--- src/rtl/can_fd_tx_pkg.sv ---
// Shared types and constants for the CAN FD bit-level transmitter.
// Bit timing is carried as one struct so a whole bit's timing is latched in one step.
package can_fd_tx_pkg;

  typedef enum logic [1:0] {
    IDLE  = 2'd0,
    BIT   = 2'd1,
    STUFF = 2'd2
  } tx_state_e;

  typedef struct packed {
    logic [5:0] brp;
    logic [3:0] tseg1;
    logic [2:0] tseg2;
  } bit_timing_t;

  localparam int STUFF_LIMIT = 5;

  function automatic bit_timing_t pick_timing(input logic fd,
                                              input bit_timing_t nom,
                                              input bit_timing_t dat);
    return fd ? dat : nom;
  endfunction

endpackage

--- src/rtl/can_fd_tq_timer.sv ---
// Time-quantum timer for one bit: prescaler plus quantum counter, restarted at every bit start.
// Strobes the sample point (end of tseg1) and the last clock of the bit.
module can_fd_tq_timer
  import can_fd_tx_pkg::*;
(
  input  logic        clk_i,
  input  logic        res_n,
  input  logic        i_load,
  input  logic        i_restart,
  input  bit_timing_t i_timing,
  output logic        o_sample_pt,
  output logic        o_bit_end
);

  bit_timing_t r_timing;
  logic [6:0]  r_presc;
  logic [4:0]  r_tq;

  logic [6:0]  w_presc_max;
  logic [4:0]  w_tq_sample;
  logic [4:0]  w_tq_last;
  logic        w_tq_tick;

  // A quantum is 2*(brp+1) clocks, so the prescaler wraps at 2*brp+1.
  assign w_presc_max = {r_timing.brp, 1'b1};
  assign w_tq_sample = {1'b0, r_timing.tseg1} + 5'd2;
  assign w_tq_last   = {1'b0, r_timing.tseg1} + {2'b00, r_timing.tseg2} + 5'd2;
  assign w_tq_tick   = (r_presc == w_presc_max);

  always_ff @(posedge clk_i or negedge res_n) begin
    if (!res_n) begin
      r_timing <= '0;
      r_presc  <= '0;
      r_tq     <= '0;
    end else begin
      if (i_load) begin
        r_timing <= i_timing;
      end
      if (i_load || i_restart) begin
        r_presc <= '0;
        r_tq    <= '0;
      end else if (w_tq_tick) begin
        r_presc <= '0;
        r_tq    <= (r_tq == w_tq_last) ? 5'd0 : r_tq + 5'd1;
      end else begin
        r_presc <= r_presc + 7'd1;
      end
    end
  end

  assign o_sample_pt = (r_presc == 7'd0) && (r_tq == w_tq_sample);
  assign o_bit_end   = w_tq_tick && (r_tq == w_tq_last);

endmodule

--- src/rtl/can_fd_bit_tx.sv ---
// CAN FD bit transmitter: takes unstuffed bits by valid/ready, inserts dynamic stuff bits,
// times each bit with nominal or data-phase timing and monitors the bus at the sample point.
module can_fd_bit_tx
  import can_fd_tx_pkg::*;
#(
  parameter int SYNC_STAGES = 2
) (
  input  logic       clk_i,
  input  logic       res_n,
  input  logic       enable_i,
  input  logic [5:0] brp_nom_i,
  input  logic [3:0] tseg1_nom_i,
  input  logic [2:0] tseg2_nom_i,
  input  logic [5:0] brp_fd_i,
  input  logic [3:0] tseg1_fd_i,
  input  logic [2:0] tseg2_fd_i,
  input  logic       bit_i,
  input  logic       bit_valid_i,
  output logic       bit_ready_o,
  input  logic       stuff_en_i,
  input  logic       fd_phase_i,
  input  logic       arb_i,
  input  logic       last_i,
  input  logic       rx_i,
  output logic       tx_o,
  output logic       busy_o,
  output logic       done_o,
  output logic       arb_lost_o,
  output logic       bit_err_o,
  output logic       underrun_o
);

  tx_state_e              r_state;
  tx_state_e              w_state_next;
  logic                   r_tx;
  logic                   r_last_bit;
  logic                   r_is_last;
  logic                   r_arb;
  logic                   r_fd;
  logic [2:0]             r_stuff_cnt;
  logic [SYNC_STAGES-1:0] r_sync;

  logic        w_rx;
  logic        w_sample_pt;
  logic        w_bit_end;
  logic        w_start_bit;
  logic        w_start_stuff;
  logic        w_leave;
  logic        w_stuff_due;
  logic        w_check;
  logic        w_arb_loss;
  logic [2:0]  w_cnt_next;
  bit_timing_t w_nom;
  bit_timing_t w_fd;
  bit_timing_t w_timing;

  assign w_nom    = '{brp: brp_nom_i, tseg1: tseg1_nom_i, tseg2: tseg2_nom_i};
  assign w_fd     = '{brp: brp_fd_i, tseg1: tseg1_fd_i, tseg2: tseg2_fd_i};
  assign w_timing = pick_timing(fd_phase_i, w_nom, w_fd);

  always_ff @(posedge clk_i or negedge res_n) begin
    if (!res_n) begin
      r_sync <= '1;
    end else begin
      r_sync[0] <= rx_i;
      for (int k = 1; k < SYNC_STAGES; k++) begin
        r_sync[k] <= r_sync[k-1];
      end
    end
  end

  assign w_rx = r_sync[SYNC_STAGES-1];

  can_fd_tq_timer u_timer (
    .clk_i       (clk_i),
    .res_n       (res_n),
    .i_load      (w_start_bit),
    .i_restart   (w_start_stuff),
    .i_timing    (w_timing),
    .o_sample_pt (w_sample_pt),
    .o_bit_end   (w_bit_end)
  );

  // Data-phase bits are not compared; a dominant echo on a recessive arbitration bit loses.
  assign w_check     = (r_state != IDLE) && w_sample_pt && !r_fd && (w_rx != r_tx);
  assign w_arb_loss  = w_check && r_tx && r_arb;
  assign w_stuff_due = (r_stuff_cnt == 3'(STUFF_LIMIT)) && !r_is_last;
  assign w_leave     = (r_state != IDLE) && (w_state_next == IDLE);

  always_comb begin
    w_cnt_next = 3'd0;
    if (stuff_en_i) begin
      w_cnt_next = ((r_stuff_cnt != 3'd0) && (bit_i == r_last_bit)) ? r_stuff_cnt + 3'd1 : 3'd1;
    end
  end

  always_comb begin
    w_state_next  = r_state;
    bit_ready_o   = 1'b0;
    done_o        = 1'b0;
    arb_lost_o    = 1'b0;
    bit_err_o     = 1'b0;
    underrun_o    = 1'b0;
    w_start_bit   = 1'b0;
    w_start_stuff = 1'b0;
    case (r_state)
      IDLE: begin
        bit_ready_o = enable_i;
        if (enable_i && bit_valid_i) begin
          w_start_bit  = 1'b1;
          w_state_next = BIT;
        end
      end
      BIT, STUFF: begin
        if (w_arb_loss) begin
          arb_lost_o   = 1'b1;
          w_state_next = IDLE;
        end else if (!enable_i) begin
          w_state_next = IDLE;
        end else begin
          bit_err_o = w_check;
          if (w_bit_end) begin
            if (w_stuff_due) begin
              w_start_stuff = 1'b1;
              w_state_next  = STUFF;
            end else if (r_is_last) begin
              done_o       = 1'b1;
              w_state_next = IDLE;
            end else begin
              bit_ready_o = 1'b1;
              if (bit_valid_i) begin
                w_start_bit  = 1'b1;
                w_state_next = BIT;
              end else begin
                underrun_o   = 1'b1;
                w_state_next = IDLE;
              end
            end
          end
        end
      end
      default: w_state_next = IDLE;
    endcase
  end

  always_ff @(posedge clk_i or negedge res_n) begin
    if (!res_n) begin
      r_state     <= IDLE;
      r_tx        <= 1'b1;
      r_last_bit  <= 1'b1;
      r_is_last   <= 1'b0;
      r_arb       <= 1'b0;
      r_fd        <= 1'b0;
      r_stuff_cnt <= 3'd0;
    end else begin
      r_state <= w_state_next;
      if (w_start_bit) begin
        r_tx        <= bit_i;
        r_last_bit  <= bit_i;
        r_is_last   <= last_i;
        r_arb       <= arb_i;
        r_fd        <= fd_phase_i;
        r_stuff_cnt <= w_cnt_next;
      end else if (w_start_stuff) begin
        // Stuff bit keeps the previous bit's flags and timing and opens a new run of one.
        r_tx        <= ~r_last_bit;
        r_last_bit  <= ~r_last_bit;
        r_stuff_cnt <= 3'd1;
      end else if (w_leave) begin
        r_tx        <= 1'b1;
        r_last_bit  <= 1'b1;
        r_stuff_cnt <= 3'd0;
      end
    end
  end

  assign tx_o   = r_tx;
  assign busy_o = (r_state != IDLE);

endmodule

--- config.mk ---
export PLATFORM = sky130hd
export DESIGN_NAME = can_fd_bit_tx
export DESIGN_NICKNAME = d
export VERILOG_FILES = /design/src/rtl/can_fd_tx_pkg.sv /design/src/rtl/can_fd_tq_timer.sv /design/src/rtl/can_fd_bit_tx.sv
export SDC_FILE = /design/constraint.sdc
export NUM_CORES = 1
export LEC_CHECK = 0
export BUFFER_PORTS_ARGS = -buffer_cell sky130_fd_sc_hd__buf_2
export CAP_MARGIN = 20
export CORE_MARGIN = 4
export CORE_UTILIZATION = 54
export CTS_CLUSTER_DIAMETER = 50
export CTS_CLUSTER_SIZE = 30
export DETAILED_ROUTE_END_ITERATION = 8
export PLACE_DENSITY = 0.78
export SLEW_MARGIN = 5
export SYNTH_ARGS = -nofsm -noshare
export SYNTH_HDL_FRONTEND = slang
export SYNTH_SLANG_ARGS = --single-unit
--- constraint.sdc ---
create_clock -name clk_i -period 4.5 [get_ports clk_i]
set_clock_uncertainty 0.15 [all_clocks]
set_input_delay 0.675 -clock clk_i [delete_from_list [all_inputs] [get_ports clk_i]]
set_output_delay 0.675 -clock clk_i [all_outputs]
set_load 0.03 [all_outputs]
==> results of run 1 <==
==> where the power goes <==
group | leakage [nW] | switching [mW] | total [mW] | internal (mW)
registers | 0.457 | 0.118 | 0.555 | 0.437
logic | 0.847 | 0.392 | 0.706 | 0.314
clock network | 0.0552 | 0.120 | 0.285 | 0.164
total | 1.36 | 0.630 | 1.55 | 0.915
==> placed cells by master (no fill, tap or decap), types with 5 or more instances in the layout <==
cell / count
dfrtp_1: 33
xnor2_1: 7
o21ai_0: 6
a21oi_1: 11
o21ai_1: 14
clkbuf_8: 5
nand3_1: 7
nand2_1: 26
buf_2: 42
mux2i_1: 14
ha_1: 15
xor2_1: 15
nor2_1: 14
inv_1: 16
nor3_1: 5
==> routing by layer <==
metal	part of all wire (%)	wire (um)
met5	0	0
met4	1.7	82
met3	2.3	111
met2	50	2430
met1	46	2240
==> cells in the mapped netlist, types with 2 or more instances <==
| master | number |
|---|---|
| a21oi_1 | 11 |
| and2_1 | 3 |
| and3_1 | 4 |
| buf_4 | 2 |
| clkbuf_1 | 2 |
| dfrtp_1 | 33 |
| dfstp_2 | 3 |
| ha_1 | 15 |
| inv_1 | 16 |
| mux2_2 | 2 |
| mux2i_1 | 14 |
| nand2_1 | 26 |
| nand3_1 | 7 |
| nand4_1 | 3 |
| nand4b_1 | 2 |
| nor2_1 | 14 |
| nor2b_1 | 3 |
| nor3_1 | 5 |
| nor4_1 | 4 |
| o211ai_1 | 2 |
| o21ai_0 | 6 |
| o21ai_1 | 14 |
| o31ai_4 | 2 |
| xnor2_1 | 7 |
| xor2_1 | 15 |
==> cells by family after synthesis <==
logic type                 share of synthesized area [%]
and+or+nand+nor                                     19.2
adders and majority gates                           8.89
xor gates and xnor gates                            9.26
muxes                                               6.96
buffers and inverters                               4.23
AOI/OAI and AO/OA                                   12.7
DFF                                                 38.7
==> worst register-to-register path, stage by stage, from the launching register on <==
cell	delay [ps]
dfrtp_1	460
inv_1	70
ha_1	270
inv_1	40
ha_1	210
fa_1	370
xor3_1	420
nor4_4	200
o2111ai_1	320
mux2i_1	200
o31ai_1	550
and4_4	310
nor3_2	40
==> how the worst max path moves through the flow <==
stage,start,endpoint
after floorplan,u_timer.r_timing[4],underrun_o
after global placement,u_timer.r_timing[4],bit_ready_o
after detailed placement,u_timer.r_timing[4],bit_ready_o
after CTS,u_timer.r_timing[4],bit_ready_o
after global routing,u_timer.r_timing[4],bit_ready_o
final,u_timer.r_timing[4],bit_ready_o
==> flip-flops by register name, summed over array words and instances (netlist names) <==
| signal | flops |
|---|---|
| r_last_bit | 1 |
| r_sync | 2 |
| u_timer.r_presc | 7 |
| r_fd | 1 |
| r_state | 2 |
| r_is_last | 1 |
| r_stuff_cnt | 3 |
| u_timer.r_timing | 13 |
| u_timer.r_tq | 5 |
| r_arb | 1 |
==> per-stage QoR <==
stage	worst slack, ps	instances	hold slack [ps]	total power, mW	util, %
4_1_cts	415	332	208	1.56	65.6
3_3_place_gp	863	324	196	1.24	62.9
6_report	441	332	207	1.55	65.6
3_5_place_dp	744	324	197	1.26	62.9
5_1_grt	232	332	211	1.67	65.6
2_1_floorplan	623	238	195	1.11	-
==> final cells by class <==
cell class,count,area share [%]
Multi-Input combinational cell,180,49.8
Inverter,16,2.24
Tap cell,50,2.34
Clock buffer,6,2.71
Timing Repair Buffer,42,7.85
Sequential cell,36,33.8
Clock inverter,2,1.31
==> flow_summary.json, run 1 <==
{
  "synth_nets": 290,
  "min_to": "r_sync[1]",
  "ys_warn_count": 0,
  "r2r_setup_slack_ps": 830,
  "fp.dieW_um": 73.8,
  "cap_viol_max_count": 0,
  "hold_path.class": "reg2reg",
  "period_minus_slack_ps": 4060,
  "critPathKind": "reg2out",
  "endpoint_kind": "output port",
  "cp-start-kind": "flop",
  "htreeDepth": 2,
  "core_sq_um": 4090,
  "synth-async-reset-ratio_pct": 100,
  "setup_violations": 0,
  "synth_top_area_cell": "dfrtp_1",
  "cts-hold-fix-buffers": 0,
  "synth_seq_area_share_pct": 38.7,
  "dieArea_sq_um": 5440,
  "post_cts_resized": 0,
  "max_slew.worst_pin.slew_ps": 797,
  "gr-total-overflow": 0,
  "powerDensity_nw_per_um2": 577,
  "max_freq_mhz": 246,
  "slew_headroom_pct": 46.8,
  "critPathTopFamily": "adder cells",
  "diodes": 0,
  "synth.avg_cell_area_sq_um": 9.82,
  "fin_nets": 333,
  "port_buffers": 42,
  "rows": 23,
  "start_util_pct": 57.2,
  "grt_pass1_vias": 1790,
  "worstPathArrival_ps": 3230,
  "irDropWorstVdd_mv": 0.263,
  "hp-start": "r_sync[0]",
  "ios": 43,
  "vias": 1811,
  "grt_max_degree": 37,
  "slew_violations": 0,
  "antenna_found_initial": 0,
  "root_buffer": "clkbuf_8",
  "tns_ps": 0,
  "placed_area_sq_um": 2570,
  "place_hpwl_um": 3670,
  "netlist.area_leader.share_pct": 35.3,
  "crit_fanout": 7,
  "ant_nets": 0,
  "busiest_layer": "met2",
  "post_cts_buffers": 0,
  "grt_util_all_layers_pct": 20.0,
  "critPathRequiredTime_ps": 3670,
  "multi_input_area_sq_um": 1330,
  "synth_edf_count": 0,
  "synth.distinct_cells": 48,
  "path_buf_inv": 3,
  "cts.sinks": 36,
  "synth_seq_cells": 36,
  "wire_per_inst_um": 14.7,
  "synth_area_sq_um": 2340,
  "clk_latency_ps": 300,
  "cts_tree": "yes",
  "hold_depth": 0,
  "r2r_end": "r_last_bit",
  "crit_chain": "inv_1, ha_1, inv_1, ha_1, fa_1, xor3_1, nor4_4, o21a_4, nand3_2, o21ai_0, nor2b_1, buf_2",
  "synthToLayoutAreaGrowth_pct": 14.6,
  "wl_um": 4870,
  "ys.flop_type": "dfrtp_1",
  "use_met3_pct": 3.83,
  "drtIter0Drc": 80,
  "nFillCells": 349,
  "crit_cells": 12,
  "rsz0062_at_grt": "no",
  "grt_use_met1_pct": 26.4,
  "clockBufferDepth": 2,
  "power.leakage_nw": 1.36,
  "synth_area_leaders": "dfrtp_1 (35%), ha_1 (8.0%), mux2i_1 (6.0%), xor2_1 (5.6%), nand2_1 (4.2%)",
  "gp_congestion": 0.880,
  "cpPeakStageDelay_ps": 460,
  "die-height_um": 73.8,
  "r2r_start": "u_timer.r_timing[4]",
  "viasPerCell": 5.45,
  "grt_pass1_wl_um": 8250,
  "period_share_pct": 90.2,
  "clk_pin_slew_worst_paths_ps": 70,
  "hold_viol": 0,
  "dr.pass1.iters": 4,
  "numCtsBuffers": 5,
  "synth_cells": 238,
  "drc": 0,
  "regArea_sq_um": 905,
  "ff2ff_path_depth": 12,
  "outcome": "finished, final reports clean",
  "final_area_sq_um": 2680,
  "use_met2_pct": 32.0,
  "drive_above_1_share_pct": 23.4,
  "critPathSlowestCell": "dfrtp_1"
}
(Power assumes the default switching activity.)
==> run 2: changes to the inputs <==
--- a/config.mk
+++ b/config.mk
@@ -5,14 +5,16 @@
 export SDC_FILE = /design/constraint.sdc
 export NUM_CORES = 1
 export LEC_CHECK = 0
-export BUFFER_PORTS_ARGS = -buffer_cell sky130_fd_sc_hd__buf_2
+export ABC_CLOCK_PERIOD_IN_PS = 4500
 export CAP_MARGIN = 20
 export CORE_MARGIN = 4
 export CORE_UTILIZATION = 54
 export CTS_CLUSTER_DIAMETER = 50
 export CTS_CLUSTER_SIZE = 30
 export DETAILED_ROUTE_END_ITERATION = 8
-export PLACE_DENSITY = 0.78
+export DONT_BUFFER_PORTS = 1
+export HOLD_SLACK_MARGIN = 0.06
+export PLACE_DENSITY = 0.69
 export SLEW_MARGIN = 5
 export SYNTH_ARGS = -nofsm -noshare
 export SYNTH_HDL_FRONTEND = slang
==> run 2 against run 1 <==
  * Largest cell class unchanged
  * Highest routed layer unchanged
  * Combinational power down 3.3%
  * Sequential share of layout area up 2.0 points
  * Sequential power hardly changed
  * Power down 1.3%
  * Critical path depth down 1
  * Worst hold slack gained 1.6 ps
  * Die area unchanged
  * Global-route usage up 0.46 points
  * Fmax down 4.4%
==> flow_summary.json, run 2 (synthesis results as in run 1) <==
{
  "cp-start-kind": "flop",
  "hold_path.class": "reg2reg",
  "clk_latency_ps": 290,
  "period_minus_slack_ps": 4250,
  "drive_above_1_share_pct": 12.2,
  "hp-start": "r_sync[0]",
  "drc": 0,
  "numCtsBuffers": 5,
  "cts_tree": "yes",
  "tns_ps": 0,
  "r2r_setup_slack_ps": 830,
  "rsz0062_at_grt": "no",
  "irDropWorstVdd_mv": 0.352,
  "final_common_cell": "dfrtp_1",
  "critPathRequiredTime_ps": 3670,
  "hold_viol": 0,
  "clockBufferDepth": 2,
  "ant_nets": 0,
  "gr-total-overflow": 0,
  "cpPeakStageDelay_ps": 530,
  "slew_violations": 0,
  "critPathKind": "reg2out",
  "gp_congestion": 0.798,
  "top_regs": "u_timer.r_timing: 13 flops, u_timer.r_presc: 7 flops, u_timer.r_tq: 5 flops",
  "cap_viol_max_count": 0,
  "largest_reg_flops": 13,
  "multi_input_area_sq_um": 1330,
  "regMostFlops": "u_timer.r_timing",
  "ff2ff_path_depth": 12,
  "regArea_sq_um": 905,
  "setup_violations": 0,
  "fin_nets": 297,
  "synthToLayoutAreaGrowth_pct": 8.35,
  "min_to": "r_sync[1]",
  "grt_pass1_wl_um": 8380,
  "cts-hold-fix-buffers": 2,
  "rows": 23,
  "period_share_pct": 94.4,
  "grt_pass1_vias": 1771,
  "max_freq_mhz": 235,
  "critPathTopFamily": "adder cells",
  "ios": 43,
  "clk_pin_slew_worst_paths_ps": 80,
  "crit_fanout": 7,
  "max_slew.worst_pin.slew_ps": 651,
  "hold_depth": 0,
  "crit_chain": "inv_1, ha_1, inv_1, ha_1, fa_1, xor3_1, nor4_4, o21a_4, nand3_2, o21ai_0, nor2b_1",
  "path_buf_inv": 2,
  "whs_ps": 208,
  "fin_cells": 296,
  "viasPerCell": 5.68,
  "root_buffer": "clkbuf_8",
  "wl_um": 4740,
  "r2r_start": "u_timer.r_timing[4]",
  "diodes": 0,
  "htreeDepth": 2,
  "post_cts_buffers": 0,
  "endpoint_kind": "output port",
  "place_ws_ps": 613,
  "r2r_end": "r_last_bit",
  "vias": 1682,
  "antenna_found_initial": 0,
  "power.leakage_nw": 1.22,
  "die-height_um": 73.8,
  "slew_headroom_pct": 56.2,
  "start_util_pct": 57.2,
  "worstPathArrival_ps": 3420,
  "final_cell_mix": "dfrtp_1 (33), nand2_1 (26), inv_1 (16)",
  "powerDensity_nw_per_um2": 602,
  "fp.dieW_um": 73.8,
  "worst_slack_ps": 253,
  "outcome": "finished, final reports clean",
  "critPathSlowestCell": "nor2b_1",
  "wire_per_inst_um": 16.0,
  "core_sq_um": 4090,
  "grt_util_all_layers_pct": 20.5,
  "drtIter0Drc": 89,
  "port_buffers": 0,
  "dr.pass1.iters": 4,
  "dieArea_sq_um": 5440,
  "dpl.cell_count": 286,
  "grt_max_degree": 34,
  "cts.sinks": 36,
  "post_cts_resized": 0,
  "place_hpwl_um": 3490,
  "nFillCells": 361
}
## run 2: changes by cell type in the layout (fill, tap and decap cells not counted), sizes merged
cell,change
dlygate4sd3,+1
clkinvlp,+1
buf,-37
clkbuf,-1
## run 2: power by group
| part | internal (mW) | total, mW | switching, mW |
|---|---|---|---|
| clock | 0.164 | 0.287 | 0.123 |
| combinational | 0.302 | 0.683 | 0.381 |
| sequential | 0.437 | 0.556 | 0.119 |
| total | 0.902 | 1.53 | 0.623 |
## run 2: how the worst max path moves through the flow
stage                             start           to  slack [ps]  cells after the start
floorplan           u_timer.r_timing[4]   underrun_o         620                      9
global placement    u_timer.r_timing[4]  bit_ready_o         670                     11
detailed placement  u_timer.r_timing[4]  bit_ready_o         610                     11
CTS                 u_timer.r_timing[4]  bit_ready_o         240                     11
global route        u_timer.r_timing[4]  bit_ready_o          30                     11
finish              u_timer.r_timing[4]  bit_ready_o         250                     11
## run 2: metal layers
metal	part of all wire, %	vias to the layer above	GRT usage, %
li1	-	844	-
met1	46	803	27.6
met2	48	29	31.9
met3	3.9	6	5.06
met4	1.6	0	7.44
met5	0	-	0
## run 2: worst reg2reg max path, delay by kind of cell, from the launching register on
family                   cells  cell delay [ps]
AO/OA/AOI/OAI                2              870
adder cells (fa/ha/maj)      3              870
AND/OR/NAND/NOR              3              540
flip-flops                   1              450
XOR/XNOR                     1              410
multiplexers                 1              200
buffers and inverters        2              110
## run 2: through the flow
step / total power, mW / util (%) / instance area, sq um
2_1_floorplan: 1.11 / - / 2340
3_3_place_gp: 1.21 / 58.5 / 2390
3_5_place_dp: 1.23 / 58.5 / 2390
4_1_cts: 1.54 / 62.0 / 2530
5_1_grt: 1.66 / 62.0 / 2530
6_report: 1.53 / 62.0 / 2530
## run 2: final cells by class
| class | count | area share (%) |
|---|---|---|
| timing repair buffer | 6 | 2.37 |
| multi-input combinational | 180 | 52.7 |
| tap | 50 | 2.47 |
| inverter | 16 | 2.37 |
| sequential | 36 | 35.7 |
| clock inverter | 3 | 1.68 |
| clock buffer | 5 | 2.72 |
==> run 3: changes to the inputs <==
--- a/config.mk
+++ b/config.mk
@@ -5,8 +5,8 @@
 export SDC_FILE = /design/constraint.sdc
 export NUM_CORES = 1
 export LEC_CHECK = 0
-export ABC_CLOCK_PERIOD_IN_PS = 4500
-export CAP_MARGIN = 20
+export ABC_CLOCK_PERIOD_IN_PS = 4150
+export CAP_MARGIN = 5
 export CORE_MARGIN = 4
 export CORE_UTILIZATION = 54
 export CTS_CLUSTER_DIAMETER = 50
==> constraint.sdc (replaced) <==
create_clock -name clk_i -period 4.15 [get_ports clk_i]
set_clock_uncertainty 0.15 [all_clocks]
set_input_delay 0.6225 -clock clk_i [delete_from_list [all_inputs] [get_ports clk_i]]
set_output_delay 0.6225 -clock clk_i [all_outputs]
set_load 0.03 [all_outputs]
==> run 3 against run 2 <==
  * Clock power decreased by 10%
  * Die area is the same
  * Sequential share of layout area rose by 0.20 points
  * Non-clock buffer count rose by 1
  * First-iteration DRC count grew 17%
  * Utilization decreased by 0.34 points
  * Sequential power increased by 9.7%
  * Global-route usage shrank 1.1 points
  * Final cell count rose by 0.34%
  * Worst hold slack lost 26 ps
  * Via count grew 0.59%
  * Register-to-register slack got worse by 290 ps
  * Critical path type unchanged
==> flow_summary.json, run 3 (synthesis results as in run 1) <==
{
  "outcome": "finished, final reports clean",
  "diodes": 0,
  "gr-total-overflow": 0,
  "vias": 1692,
  "ios": 43,
  "r2r_start": "u_timer.r_timing[4]",
  "grt_pass1_wl_um": 7950,
  "r2r_end": "r_last_bit",
  "path_buf_inv": 3,
  "cts.sinks": 36,
  "slew_violations": 0,
  "max_freq_mhz": 253,
  "period_minus_slack_ps": 3950,
  "period_share_pct": 95.1,
  "clk_latency_ps": 290,
  "dpl.cell_count": 287,
  "powerDensity_nw_per_um2": 639,
  "endpoint_kind": "output port",
  "cpPeakStageDelay_ps": 450,
  "ant_nets": 0,
  "tns_ps": 0,
  "place_ws_ps": 525,
  "drtIter0Drc": 104,
  "wire_per_inst_um": 16.2,
  "final_cell_mix": "dfrtp_1 (33), nand2_1 (26), inv_1 (16)",
  "crit_cells": 12,
  "crit_chain": "inv_1, ha_1, inv_1, ha_1, fa_1, xor3_1, nor4_4, o21a_4, nand3_2, o21ai_0, nor2b_1, buf_4",
  "critPathRequiredTime_ps": 3380,
  "final_common_cell": "dfrtp_1",
  "core_sq_um": 4090,
  "critPathTopFamily": "adder cells",
  "port_buffers": 0,
  "critPathKind": "reg2out",
  "worstPathArrival_ps": 3180,
  "die-height_um": 73.8,
  "place_hpwl_um": 3520,
  "post_cts_buffers": 0,
  "ff2ff_path_depth": 12,
  "start_util_pct": 57.2,
  "r2r_setup_slack_ps": 540,
  "rows": 23,
  "antenna_found_initial": 0,
  "crit_fanout": 7,
  "viasPerCell": 5.70,
  "setup_violations": 0,
  "power.leakage_nw": 1.22,
  "regMostFlops": "u_timer.r_timing",
  "p_total_mw": 1.61,
  "hold_viol": 0,
  "clk_pin_slew_worst_paths_ps": 70,
  "top_regs": "u_timer.r_timing: 13 flops, u_timer.r_presc: 7 flops, u_timer.r_tq: 5 flops",
  "slew_headroom_pct": 60.2,
  "clockBufferDepth": 2,
  "nFillCells": 351,
  "gp_congestion": 0.828,
  "htreeDepth": 2,
  "numCtsBuffers": 5,
  "synthToLayoutAreaGrowth_pct": 7.76,
  "fin_cells": 297,
  "root_buffer": "clkbuf_8",
  "drive_above_1_share_pct": 11.7,
  "dr.pass1.iters": 4,
  "wl_um": 4830,
  "cap_viol_max_count": 0,
  "grt_max_degree": 37,
  "cp-start-kind": "flop",
  "final_util_pct": 61.6,
  "drc": 0,
  "worst_slack_ps": 201,
  "grt_util_all_layers_pct": 19.5,
  "dieArea_sq_um": 5440,
  "fin_nets": 298,
  "rsz0062_at_grt": "no",
  "post_cts_resized": 0,
  "grt_pass1_vias": 1582,
  "critPathCapture": "bit_ready_o",
  "fp.dieW_um": 73.8,
  "largest_reg_flops": 13,
  "max_slew.worst_pin.slew_ps": 591,
  "hold_path.class": "in2reg",
  "irDropWorstVdd_mv": 0.320,
  "cts_tree": "yes",
  "critPathSlowestCell": "dfrtp_1",
  "crit_path_start": "u_timer.r_timing[4]"
}
run 3: worst reg2reg max path: stages, from the launching register on:
cell	delay [ps]
dfrtp_1	450
inv_1	70
ha_1	270
inv_1	40
ha_1	220
fa_1	390
xor3_1	410
nor4_4	190
o2111ai_1	290
mux2i_1	200
o31ai_1	520
and4_4	310
nor3_2	40
run 3: per-layer routing:
metal,routed length (um),global-route usage [%],vias to the layer above
li1,-,-,852
met1,2180,26.5,806
met2,2380,30.6,28
met3,199,4.10,6
met4,69,6.64,0
met5,0,0,-
run 3: worst min path at each step:
| stage | end | start | cells past startpoint | slack, ps |
|---|---|---|---|---|
| detailed placement | u_timer.r_timing[6] | res_n | 0 | 180 |
| CTS | r_sync[0] | rx_i | 0 | 170 |
| global placement | u_timer.r_tq[4] | res_n | 0 | 180 |
| floorplan | r_arb | res_n | 0 | 180 |
| finish | r_sync[0] | rx_i | 0 | 180 |
| global route | r_sync[0] | rx_i | 0 | 160 |
run 3: timing repair:
item / CTS / global route
endpoints found under the hold margin: 36 / 0
setup endpoints to repair: 0 / 0
hold buffers: 2 / 0
run 3: layout make-up:
class,instances,area [sq um],area share (%)
multi-input cells,180,1330,53.0
flip-flops and latches,36,905,35.9
clock buffers,8,90.1,3.58
repair buffers,7,67.6,2.68
well taps,50,62.6,2.48
inverters,16,60.1,2.38
run 3: per-stage QoR:
stage / hold slack (ps) / instance area (sq um)
5_1_grt: 159 / 2520
6_report: 183 / 2520
4_1_cts: 168 / 2520
3_3_place_gp: 178 / 2400
2_1_floorplan: 177 / 2340
3_5_place_dp: 178 / 2400
run 3: power breakdown:
| group | internal [mW] | total (mW) | switching (mW) |
|---|---|---|---|
| Combinational | 0.330 | 0.742 | 0.411 |
| Clock | 0.135 | 0.257 | 0.122 |
| Sequential | 0.474 | 0.610 | 0.136 |
| Total | 0.939 | 1.61 | 0.670 |
